`config.mk`:
```
export PLATFORM = sky130hd
export DESIGN_NAME = priv_hpm_counter_bank
export DESIGN_NICKNAME = d
export VERILOG_FILES = /design/src/rtl/priv_hpm_counter_bank.sv
export SDC_FILE = /design/constraint.sdc
export NUM_CORES = 1
export LEC_CHECK = 0
export BUFFER_PORTS_ARGS = -buffer_cell sky130_fd_sc_hd__buf_4
export CORE_ASPECT_RATIO = 1.1
export CORE_UTILIZATION = 30
export DETAILED_ROUTE_END_ITERATION = 16
export PLACE_DENSITY = 0.55
export SYNTH_ARGS = -nofsm -noshare
export SYNTH_HDL_FRONTEND = slang
export SYNTH_SLANG_ARGS = --single-unit
```
`constraint.sdc`:
```
create_clock -name clk_i -period 31.4 [get_ports clk_i]
set_input_delay 6.28 -clock clk_i [delete_from_list [all_inputs] [get_ports clk_i]]
set_output_delay 6.28 -clock clk_i [all_outputs]
set_load 0.005 [all_outputs]
```
`src/rtl/priv_hpm_counter_bank.sv`:
```
// priv_hpm_counter_bank
//   Bank of RISC-V hardware performance monitor counters that sits beside the
//   machine-mode CSR file and decodes its own addresses from the shared CSR bus:
//     0x320        mcountinhibit (bit 3+i stops counter i)
//     0x323+i      mhpmevent(3+i)   [7:0] event selector, [31] sticky overflow
//     0xB03+i      mhpmcounter(3+i)  low 32 bits
//     0xB83+i      mhpmcounter(3+i)h high bits (COUNTER_WIDTH-32 of them)
//
//   Ports
//     clk_i               clock, rising edge
//     rst_i               asynchronous reset, active-high
//     csr_addr_i          CSR address from the pipeline
//     csr_swap_i          CSRRW-type op
//     csr_set_i           CSRRS-type op
//     csr_clr_i           CSRRC-type op
//     csr_valid_write_i   write permitted this cycle
//     csr_wdata_i         write operand
//     csr_rdata_o         combinational read data for csr_addr_i
//     csr_hit_o           csr_addr_i decodes to a register in this bank
//     events_i            per-cycle event pulses
//     ovf_irq_o           registered OR of all overflow flags
//
//   CSR bus qualification: there is no valid/ready handshake. A write happens
//   at the next clock edge when the address hits this bank, csr_valid_write_i
//   is high and exactly one of swap/set/clr is high; reads are always live.
module priv_hpm_counter_bank #(
    parameter int NUM_COUNTERS  = 4,
    parameter int COUNTER_WIDTH = 64,
    parameter int NUM_EVENTS    = 8
) (
    input  logic                  clk_i,
    input  logic                  rst_i,
    input  logic [11:0]           csr_addr_i,
    input  logic                  csr_swap_i,
    input  logic                  csr_set_i,
    input  logic                  csr_clr_i,
    input  logic                  csr_valid_write_i,
    input  logic [31:0]           csr_wdata_i,
    output logic [31:0]           csr_rdata_o,
    output logic                  csr_hit_o,
    input  logic [NUM_EVENTS-1:0] events_i,
    output logic                  ovf_irq_o
);

    logic [COUNTER_WIDTH-1:0] cnt_q [NUM_COUNTERS];
    logic [COUNTER_WIDTH-1:0] cnt_d [NUM_COUNTERS];
    logic [7:0]               sel_q [NUM_COUNTERS];
    logic [7:0]               sel_d [NUM_COUNTERS];
    logic [NUM_COUNTERS-1:0]  of_q, of_d;
    logic [NUM_COUNTERS-1:0]  inh_q, inh_d;
    logic                     irq_q, irq_d;

    logic [63:0]              cnt_ext [NUM_COUNTERS];
    logic                     acc_inh;
    logic [NUM_COUNTERS-1:0]  acc_evt, acc_lo, acc_hi;
    logic [NUM_COUNTERS-1:0]  inc, wrap;
    logic                     wr_en;
    logic [31:0]              wval;
    logic [7:0]               sel_legal;
    logic [255:0]             ev_ext;

    // Bit 0 is a constant zero so selector value 0 naturally counts nothing
    // and selector k lands on events_i[k-1].
    assign ev_ext = 256'({events_i, 1'b0});

    always_comb begin
        for (int i = 0; i < NUM_COUNTERS; i++) begin
            cnt_ext[i] = 64'(cnt_q[i]);
        end
    end

    // Address decode and read mux.
    always_comb begin
        csr_hit_o   = 1'b0;
        csr_rdata_o = '0;
        acc_inh     = 1'b0;
        acc_evt     = '0;
        acc_lo      = '0;
        acc_hi      = '0;
        if (csr_addr_i == 12'h320) begin
            acc_inh     = 1'b1;
            csr_hit_o   = 1'b1;
            csr_rdata_o = 32'(inh_q) << 3;
        end
        for (int i = 0; i < NUM_COUNTERS; i++) begin
            if (csr_addr_i == 12'(32'h323 + i)) begin
                acc_evt[i]  = 1'b1;
                csr_hit_o   = 1'b1;
                csr_rdata_o = {of_q[i], 23'd0, sel_q[i]};
            end
            if (csr_addr_i == 12'(32'hB03 + i)) begin
                acc_lo[i]   = 1'b1;
                csr_hit_o   = 1'b1;
                csr_rdata_o = cnt_ext[i][31:0];
            end
            if (csr_addr_i == 12'(32'hB83 + i)) begin
                acc_hi[i]   = 1'b1;
                csr_hit_o   = 1'b1;
                csr_rdata_o = cnt_ext[i][63:32];
            end
        end
    end

    // Address strobes already imply a hit, so the hit term is folded in there.
    assign wr_en = csr_valid_write_i & (csr_swap_i | csr_set_i | csr_clr_i);
    assign wval  = csr_swap_i ? csr_wdata_i :
                   csr_set_i  ? (csr_rdata_o | csr_wdata_i) :
                                (csr_rdata_o & ~csr_wdata_i);

    // WARL selector: anything outside 1..NUM_EVENTS is stored as 0.
    assign sel_legal = (wval[7:0] != 8'd0 && {1'b0, wval[7:0]} <= 9'(NUM_EVENTS))
                       ? wval[7:0] : 8'd0;

    always_comb begin
        for (int i = 0; i < NUM_COUNTERS; i++) begin
            inc[i]  = ev_ext[sel_q[i]] & ~inh_q[i];
            wrap[i] = inc[i] & (&cnt_q[i]) & ~(wr_en & (acc_lo[i] | acc_hi[i]));
        end
    end

    // Next state. A CSR write to either counter half suppresses that
    // cycle's increment; a CSR write of OF overrides a same-cycle wrap.
    always_comb begin
        inh_d = inh_q;
        of_d  = of_q;
        irq_d = |of_q;
        if (wr_en && acc_inh) begin
            inh_d = wval[3 +: NUM_COUNTERS];
        end
        for (int i = 0; i < NUM_COUNTERS; i++) begin
            cnt_d[i] = cnt_q[i];
            sel_d[i] = sel_q[i];
            if (wr_en && acc_lo[i]) begin
                cnt_d[i] = {cnt_q[i][COUNTER_WIDTH-1:32], wval};
            end else if (wr_en && acc_hi[i]) begin
                cnt_d[i] = {wval[COUNTER_WIDTH-33:0], cnt_q[i][31:0]};
            end else if (inc[i]) begin
                cnt_d[i] = cnt_q[i] + {{(COUNTER_WIDTH-1){1'b0}}, 1'b1};
            end
            if (wr_en && acc_evt[i]) begin
                sel_d[i] = sel_legal;
                of_d[i]  = wval[31];
            end else if (wrap[i]) begin
                of_d[i]  = 1'b1;
            end
        end
    end

    always_ff @(posedge clk_i or posedge rst_i) begin
        if (rst_i) begin
            for (int i = 0; i < NUM_COUNTERS; i++) begin
                cnt_q[i] <= '0;
                sel_q[i] <= '0;
            end
            of_q  <= '0;
            inh_q <= '1;
            irq_q <= 1'b0;
        end else begin
            for (int i = 0; i < NUM_COUNTERS; i++) begin
                cnt_q[i] <= cnt_d[i];
                sel_q[i] <= sel_d[i];
            end
            of_q  <= of_d;
            inh_q <= inh_d;
            irq_q <= irq_d;
        end
    end

    assign ovf_irq_o = irq_q;

endmodule

```
* Word-level counts from Yosys, hierarchy flattened
Cells that the tools add are included.
Word-level totals: word-level logic and storage cells 191, input bits 58, register bits after elaboration 297
Operators by class: magnitude comparators 5, equality and inequality tests 17, muxes and demuxes 69, add/subtract/negate cells 4, bitwise operators 38, reductions and logical operators 40
Operator list (count):
- 2-to-1 mux 32 bit | 18
- 2-to-1 mux 64 bit | 8
- adder 64 x 1 -> 64 bit (second input constant) | 4
- AND reduction 64 bit | 4
- == test 12 bit (second input constant) | 8
- == test 12 x 10 -> 1 bit (second input constant) | 5
- 2-to-1 mux 1 bit | 37
- less-than comparator 8 x 9 -> 1 bit (second input constant) | 4
- bitwise AND 32 bit | 1
- binary-select mux 1 bit (select 8 bit) | 4
- NOT 32 bit | 1
- bitwise OR 32 bit | 1
- nonzero test 2 bit | 12
- bitwise AND 1 bit | 17
- AND reduction 2 bit | 8
- logical AND 1 bit | 14
- NOT 1 bit | 12
- <= comparator 8 x 4 -> 1 bit (second input constant) | 1
- 2-to-1 mux 8 bit | 1
- != test 2 bit (second input constant) | 4
- nonzero test 8 bit | 1
- 2-to-1 mux 7 bit | 1
- bitwise OR 1 bit | 6
- OR reduction 4 bit | 1

* Longest topological paths before layout
Gate-level depths: netlist of run 1.
depth after elaboration 20, depth in mapped cells 13

* Least setup slack after synthesis of run 1
Ideal clock, no wire load.
path kind input -> output, start input port csr_addr_i[10], end output port csr_rdata_o[24], stages 8, slack 16.995 ns, buffers on the path 2, arrival 8.125 ns, cell sequence or4b_1 > buf_4 > nor4_4 > buf_4 > a221oi_1 > o21ai_0 > o211ai_1 > a21oi_1
On the way: cells in the longest elaborated chain, start to end 12
Ends and longest elaborated chain:
- start: declaration | RTL line 33 | input logic [11:0] csr_addr_i,
- == test 12 bit | RTL line 91 | if (csr_addr_i == 12'(32'hB03 + i)) begin
- 2-to-1 mux 32 bit | RTL line 91
- 2-to-1 mux 32 bit | RTL line 96 | if (csr_addr_i == 12'(32'hB83 + i)) begin
- 2-to-1 mux 32 bit | RTL line 86 | if (csr_addr_i == 12'(32'h323 + i)) begin
- 2-to-1 mux 32 bit | RTL line 91
- 2-to-1 mux 32 bit | RTL line 96
- 2-to-1 mux 32 bit | RTL line 86
- 2-to-1 mux 32 bit | RTL line 91
- 2-to-1 mux 32 bit | RTL line 96
- 2-to-1 mux 32 bit | RTL line 86
- 2-to-1 mux 32 bit | RTL line 91
- 2-to-1 mux 32 bit (*) | RTL line 96
- end: declaration | RTL line 39 | output logic [31:0] csr_rdata_o,
Mark *: on every way between the ends. The rest lies on a longest branch, timed or not.

* Worst setup path after layout of run 1
start input port csr_addr_i[7], end output port csr_rdata_o[13]
The elaborated chain is that of the path after synthesis.

==> impl_summary.md, run 1 <==
Worst setup path
Among all stages on the critical path, the largest delay is contributed by nor4_4. STA classifies the critical path endpoint as an output port. The kind of cell adding the most delay to the critical path is buffers and inverters. For this run, the slowest stage of the critical path takes 1.12 ns. Together, buffers and inverters on the worst path number 3. The cell that appears most often on the critical path is buf_4. The signal on the critical path passes through buf_4 > inv_1 > nor4_4 > a221oi_1 > a221o_1 > a22oi_1 > buf_4. Along the worst path, the maximum fanout reaches 59. For the worst setup path, the data arrival time is a little under 10 ns. The required time of the worst setup path is between 20 and 30 ns. The worst setup path is of the in -> out kind. The kind of launch point of the worst setup path is an input port.

Cells and area
The multi-input logic area is roughly 13000 sq um. The top cell types in the final layout, fill and taps aside, are nand2_1, dfrtp_1, o21ai_0. The most frequent standard cell in the layout excluding fill and tap cells is nand2_1. The signed area change from the synthesized netlist to the final layout is 14.84%. The end-of-flow core utilization is about a third. The final layout net count is around 2700. The area of all sequential standard cells is ~7400 sq um. The number of fill cells is roughly 7300.

In the final layout, the share of cells above drive strength 1 is between 10% and 20%.

Clocking
Clock tree synthesis found a total of 297 sinks. The TritonCTS clock tree is done. In this run, post-CTS hold repair placed 0 buffers. Gates resized during post-CTS repair numbered 0. In this run the number of H-tree levels came out at 2. The CTS root buffer is clkbuf_16. The clock reaches the later pin of the worst-skew pair after 0.58 ns.

Clock tree synthesis inserted a total of 38 buffers. The number of buffers on the longest clock path is 3. After clock tree synthesis, the clock-pin slew on the worst setup and hold paths is approximately 0.06 ns. Buffers added to address setup during post-CTS repair amount to 0.

Timing
Of the available clock period, the critical path in the final layout requires 51.17%. The clock period could shrink to about 16 ns. Setup violations remaining at the end of the flow were counted as 0. In the final timing run, aggregate negative setup slack is 0 ns. Setup slack on the critical path of the routed design comes to about 15 ns. The fmax is around 62 MHz.

For the pin with the worst max-slew slack, the measured transition is 1.329 ns. Setup repair after global routing left no endpoint under its margin. The relative slew slack is 11.38%. Final hold analysis gives a worst-case slack of 0.5135 ns. The final clock skew is 0.02515 ns. The number of endpoints with negative hold slack in the final report is 0. The number of pins with negative max-slew slack in the final report is 0.

Placed design
The count of buffers from port buffering is 91. The HPWL after detailed placement is roughly 71 mm. The worst slack at placement is about 15 ns. The congestion estimate from routability-driven global placement came to ~1.

Synthesis
The dominant register cell in the synthesized netlist is dfrtp_1. In the post-synthesis netlist, the biggest area contributors are dfrtp_1, o21ai_0, nand2_1. The mux contribution to synthesized area is around 5.3%. The number of storage elements in the synthesis netlist is between 200 and 300. The number of distinct library cells after synthesis is between 100 and 150. The cell type with the largest total area after synthesis is dfrtp_1. The number of warnings issued by yosys is 0.

The share of synthesized area in the top cell type comes to 34.90%. The summed instance area of the synthesized netlist is ~21000 sq um. Of all flip-flops after synthesis, the portion carrying an async set or reset was 100.0%. The xor and xnor area share after synthesis is about 6.5%. Summing the areas of all and, or, nand and nor instances in the mapped netlist gives a little over a quarter of the synthesized area.

The number of enable-type register cells in the synthesized netlist is 0. The post-synthesis share of cell area spent on full adders, half adders and majority gates is 0.2382%. The area fraction in compound gates after synthesis is a little over a fifth. The sequential-to-total area share from yosys stat is a little over a third.

The combinational family with the most area after synthesis is simple AND/OR/NAND/NOR gates. Counting every net in the synthesized netlist gives 2646. The post-synthesis area per instance is slightly above 8 sq um. Synthesis produced between 2000 and 3000 cells.

Route
The overall via count from detail_route is ~22000. For this run, design rule violations remaining after detail routing come to 0. Dividing the detail-routed wire length by the instance count gives roughly 27 um.

After the first detailed-routing iteration, the DRC count stood at approximately 2700. In the routed layout, each cell is associated on average with a via count of roughly 6.2. The number of antenna-violating nets in the routed design is 0. The first TritonRoute pass finished after 6 iterations. The total routed wirelength is between 90 and 100 mm.

Power
The maximum resistive drop on vdd is 32.50 uV. After layout, the design draws a total of around 950 uW. The part of the power in registers is ~41%. The total internal power is ~700 uW. Combinational logic burns between 6 and 7% of the power. Net switching is roughly 25% of the power. The clock network is responsible for around 53% of the overall power. Power spread over the standard cell area amounts to about 40 nW/um^2. The switching power is 236.3 uW.

For this design the static power due to leakage is 9.618 nW.

Min path
The worst min-delay path class is reg -> reg.

Floorplan
For this configuration, the core starts out at a cell density of a little under a third. From bottom edge to top edge, the die measures 279.5 um. Pin placement for this block handled 92 I/O pins. The number of placement rows is 101.

The die covers between 70000 and 80000 sq um. The chip width is around 250 um. The core region is between 60000 and 70000 sq um.

GRT
Entering global routing, the biggest net connects about 160 pins. The first global-routing pass estimated 142.6 mm of wire. For this run, the total global-route usage over all layers was measured as between 20 and 30%.

The number of global-route vias before repair is about 21000. The total congestion overflow is 0. The number of antenna violations at the first check in global routing came to 1.

Job
The tool flagged a number of max-cap violations equal to 0.

Run status
The run finished with clean final reports.
-- metal layers --
metal / global-route usage, % / wire length [um] / part of all wire (%) / up-vias
met3: 5.445 / 8785 / 9.1 / 244
met4: 11.46 / 4327 / 4.5 / 0
met2: 42.66 / 44110 / 46 / 1236
met1: 35.58 / 39670 / 41 / 10890
li1: - / - / - / 9600
met5: 0 / 0 / 0 / -
-- worst register-to-register path: cells and delay by family, from the launching register on --
kind	cells	cell delay, ns
multiplexers	1	0.10
AO/OA/AOI/OAI	2	1.18
flip-flops	1	0.50
XOR/XNOR	1	0.19
AND/OR/NAND/NOR	4	1.75
-- cell families after synthesis --
logic type,after synthesis
simple gates,1081
compound gates,724
flops,297
buf+inv,221
xor+xnor,155
mux,102
fa+ha+maj,4
-- final timing paths --
check                      cells past startpoint               startpoint  slack (ns)                  endpoint
min reg2reg                                    1  cnt_ext[52]$_DFFE_PP0P_        0.51   cnt_ext[52]$_DFFE_PP0P_
max                                            7            csr_addr_i[7]       15.33           csr_rdata_o[13]
max in group asynchronous                      3                    rst_i       23.97  cnt_ext[223]$_DFFE_PP0P_
min in group asynchronous                      2                    rst_i        5.81     sel_q[19]$_DFFE_PP0P_
min                                            1  cnt_ext[52]$_DFFE_PP0P_        0.51   cnt_ext[52]$_DFFE_PP0P_
max reg2reg                                    8  cnt_ext[92]$_DFFE_PP0P_       27.53  cnt_ext[111]$_DFFE_PP0P_
-- area by class of cell --
class,count,area share [%]
Inverter,56,0.9023
Multi-Input combinational cell,2066,53.02
Sequential cell,297,30.83
Antenna cell,1,0.01037
Clock buffer,55,4.750
Tap cell,927,4.807
Timing Repair Buffer,148,4.657
Clock inverter,14,1.032
-- sequential cells by signal, summed over array words and instances, names as in the netlist --
register   cells
cnt_ext      256
sel_q         32
inh_q          4
of_q           4
ovf_irq_o      1
-- power groups by stage --
stage	logic (mW)	registers, mW	clock network [mW]
2_1_floorplan	0.0291	0.392	0
3_3_place_gp	0.0600	0.393	0
3_5_place_dp	0.0604	0.393	0
4_1_cts	0.0605	0.386	0.504
5_1_grt	0.0644	0.386	0.517
6_report	0.0617	0.386	0.499
-- cell usage after synthesis (8+ instances only) --
| master | number |
|---|---|
| and3_1 | 57 |
| a211oi_1 | 15 |
| o31a_1 | 9 |
| nor3_1 | 65 |
| buf_2 | 40 |
| inv_1 | 56 |
| o21ai_1 | 10 |
| a21oi_1 | 186 |
| a31oi_1 | 16 |
| nand3b_1 | 16 |
| or3_1 | 8 |
| o32ai_1 | 8 |
| nand3_1 | 136 |
| a21o_1 | 17 |
| or2_2 | 9 |
| a221oi_1 | 15 |
| a22oi_1 | 22 |
| dfrtp_1 | 293 |
| nor4_2 | 9 |
| xor2_1 | 82 |
| o21a_1 | 12 |
| o211ai_1 | 18 |
| or4_1 | 20 |
| nand4_1 | 84 |
| xnor2_1 | 73 |
| mux2_2 | 28 |
| o2bb2ai_1 | 8 |
| buf_1 | 10 |
| and4_1 | 21 |
| o22ai_1 | 31 |
| clkbuf_1 | 110 |
| mux2i_1 | 70 |
| nor2_1 | 228 |
| nand2_1 | 298 |
| a22o_1 | 8 |
| o21ai_0 | 244 |
| and2_1 | 26 |
| nor4_1 | 35 |
-- through the flow --
stage	area, sq um	std cells
4_1_cts	24120	3563
2_1_floorplan	21010	2584
5_1_grt	24120	3563
3_5_place_dp	22730	3494
6_report	24130	3564
3_3_place_gp	22730	3494
Note: power is estimated with default switching activity, not from simulation.
==> run 2, diff against run 1 <==
- clock period: 31.4 -> 16.1 ns (I/O delays scaled with it)
==> impl_summary.md, run 2 (synthesis gave the netlist of run 1 again) <==
Worst setup path
The sort of element at the end of the critical path is an output port. The number of buffers and inverters on the critical path is 3 (unchanged). The most prevalent standard cell on the critical path is buf_4.

In this run the critical register-to-register path is captured at cnt_ext[111]$_DFFE_PP0P_. By startpoint and endpoint, the worst setup path is classified as in -> out. The required time of the worst setup path is 12.88 ns (-12.24 ns).

The kind of launch point of the worst setup path is an input port. The delay of the slowest cell on the worst path is 1.11 ns (about the same). The worst reg2reg path depth is 8 (unchanged).

The largest fanout on the critical path is 40 (-32%). The signal arrival time at the worst endpoint is 6.53 ns (-3.26 ns). Grouping stages by cell kind, the critical path spends the most delay in buffers and inverters. The slowest stage of the critical path is the nor4_4 cell. The critical path goes through buf_4 > inv_1 > nor4_4 > a221oi_1 > o21ai_0 > o211ai_1 > a21oi_1 > buf_4.

The register-to-register path setup slack is 12.15 ns (-15.38 ns). The startpoint identified for the worst register-to-register timing path is cnt_ext[93]$_DFFE_PP0P_.

Floorplan
The starting density of the core was 30.39% (unchanged). The chip width came to 254.3 um (unchanged). The top-level port count is 92 (unchanged). The die height is 279.5 um (unchanged). The number of placement rows came to 101 (unchanged). The die outline area is 71090 sq um (unchanged). The area inside the core boundary is 69130 sq um (unchanged).

Timing
The final clock skew came to 0.01972 ns (-0.005428 ns). The number of endpoints with negative hold slack in the final report came to 0 (unchanged). The fmax is roughly 100 MHz. The relative slew slack is 9.857% (-1.5 points).

The pin slew with the least headroom to its limit is 1.349 ns (+0.02001 ns). Setup repair after global routing left no endpoint under its margin. The share of the clock period used by the worst path is roughly 61%. The final sum of negative setup slack is 0 ns (unchanged). The post-route worst hold slack is 0.5067 ns (-0.006848 ns). The number of pins with negative max-slew slack in the final report came to 0 (unchanged).

The number of setup violations in the final report is 0 (unchanged). For the finished layout, the period the worst path requires is 9.748 ns.

Route
The overall via count from detail_route is 21980 (+0.018%). The wire length per cell after detailed routing was 27.14 um (-0.16%). The post-detailed-route DRC marker count is 0 (unchanged). The number of antenna-violating nets in the routed design is 0 (unchanged). The first-pass iteration count of the detailed router is 6 (unchanged). The average vias per placed instance came to 6.159 (about the same). The initial detailed-routing violation count is 2467 (-9.7%). The total routed wirelength is 96.85 mm (about the same).

Placed design
The HPWL after detailed placement is 71.38 mm (+0.75%). The routability-driven placement congestion ratio was 1.013 (+2.8%). The count of buffers from port buffering came to 91 (unchanged).

Min path
The cell depth of the worst min-delay path is 1 (unchanged). The worst hold path begins at cnt_ext[52]$_DFFE_PP0P_. The worst min-delay path class is reg -> reg.

The worst hold endpoint is cnt_ext[52]$_DFFE_PP0P_.

Power
The switching power is 459.9 uW (+95%). The total power consumption of the routed design is 1.833 mW (+94%). The static leakage is 9.619 nW (about the same). The share of power burned in the clock network is 52.4% (-0.3 points). The total internal power is 1.373 mW (+93%). The share of total power in combinational logic is 6.6% (about the same). The total power density per cell area is 75.99 nW/um^2 (+94%). The switching share of power is 25.09% (+0.12 points). The maximum resistive drop on vdd is 73.06 uV (+120%).

The part of the power in registers is 41.1% (+0.3 points).

Clocking
The total CTS buffers came to 39 (+2.6%). The TritonCTS clock tree is done. The clock insertion delay at the later pin of the skew report is 0.57 ns (about the same).

The quantity of hold-fixing buffers added after cts is 0 (unchanged). The buffer count from post-CTS setup fixing was 0 (unchanged). The CTS root buffer is clkbuf_16. The number of buffers on the longest clock path is 3 (unchanged). The number of sinks driven by the clock tree is 297 (unchanged). The clock slew at the register clock pins of the worst setup and hold paths came to 0.06 ns (about the same). The deepest level of the CTS H-tree came to 2 (unchanged). The number of gates given a new drive strength after cts is 0 (unchanged).

GRT
The global-route usage over all layers is 26.98% (about the same). The global-route wire length before repair was 142.4 mm (-0.20%). The number of global-route vias before repair is 20930 (+0.34%). The largest net degree at the start of global routing was 109 (-33%). The number of antenna violations at the first check in global routing came to 2 (+1). The total congestion overflow came to 0 (unchanged).

Cells and area
The signed area change from the synthesized netlist to the final layout is 14.81% (about the same). The share of cells above drive strength 1 is 12.39% (+0.057 points). The library cells used most frequently in the layout, excluding fill and tap cells, are nand2_1, dfrtp_1, o21ai_0.

The flip-flop count of the largest register after layout is 256 (unchanged). The final layout net count came to 2673 (+0.15%). The most frequent standard cell in the layout excluding fill and tap cells is nand2_1.

Job
The max-capacitance violation count is 0 (unchanged).

Run status
The flow ran to the end, and the final reports show no timing, DRC or antenna violations.
## run 2: layer usage
| metal | GRT usage (%) | part of all wire (%) | vias to the layer above |
|---|---|---|---|
| met5 | 0 | 0.031 | - |
| met4 | 12.20 | 4.9 | 4 |
| met3 | 5.148 | 9.2 | 280 |
| met2 | 42.42 | 45 | 1250 |
| met1 | 35.63 | 41 | 10850 |
| li1 | - | - | 9589 |
## run 2: power by group through the flow
| stage | logic, mW | registers [mW] | clock network [mW] |
|---|---|---|---|
| after floorplan | 0.0567 | 0.765 | 0 |
| after detailed placement | 0.118 | 0.766 | 0 |
| after global placement | 0.117 | 0.766 | 0 |
| final | 0.121 | 0.752 | 0.960 |
| after CTS | 0.118 | 0.752 | 0.970 |
| after global routing | 0.126 | 0.752 | 1.00 |
## run 2: cell type report
cell class	count	area (sq um)
Fill cell	7264	45010
Multi-Input combinational cell	2066	12780
Sequential cell	297	7437
Clock buffer	59	1204
Tap cell	927	1160
Timing Repair Buffer	151	1134
Inverter	56	217.7
Clock inverter	11	182.7
Antenna cell	1	2.502
## run 2: stage by stage
step           setup WS (ns)  cells  cell area (sq um)  utilization, %
2_1_floorplan          4.682   2584              21010               -
3_3_place_gp           6.502   3497              22730           32.88
3_5_place_dp           6.511   3497              22730           32.88
4_1_cts                6.510   3567              24120           34.89
5_1_grt                6.283   3567              24120           34.89
6_report               6.352   3568              24120           34.89
## run 2: worst max path at each step
stage / depth (start not counted) / endpoint / startpoint
final: 8 / csr_rdata_o[24] / csr_addr_i[7]
after CTS: 8 / csr_rdata_o[24] / csr_addr_i[7]
after floorplan: 1 / cnt_ext[0]$_DFFE_PP0P_ / rst_i
after detailed placement: 8 / csr_rdata_o[24] / csr_addr_i[7]
after global placement: 8 / csr_rdata_o[24] / csr_addr_i[7]
after global routing: 8 / csr_rdata_o[24] / csr_addr_i[7]
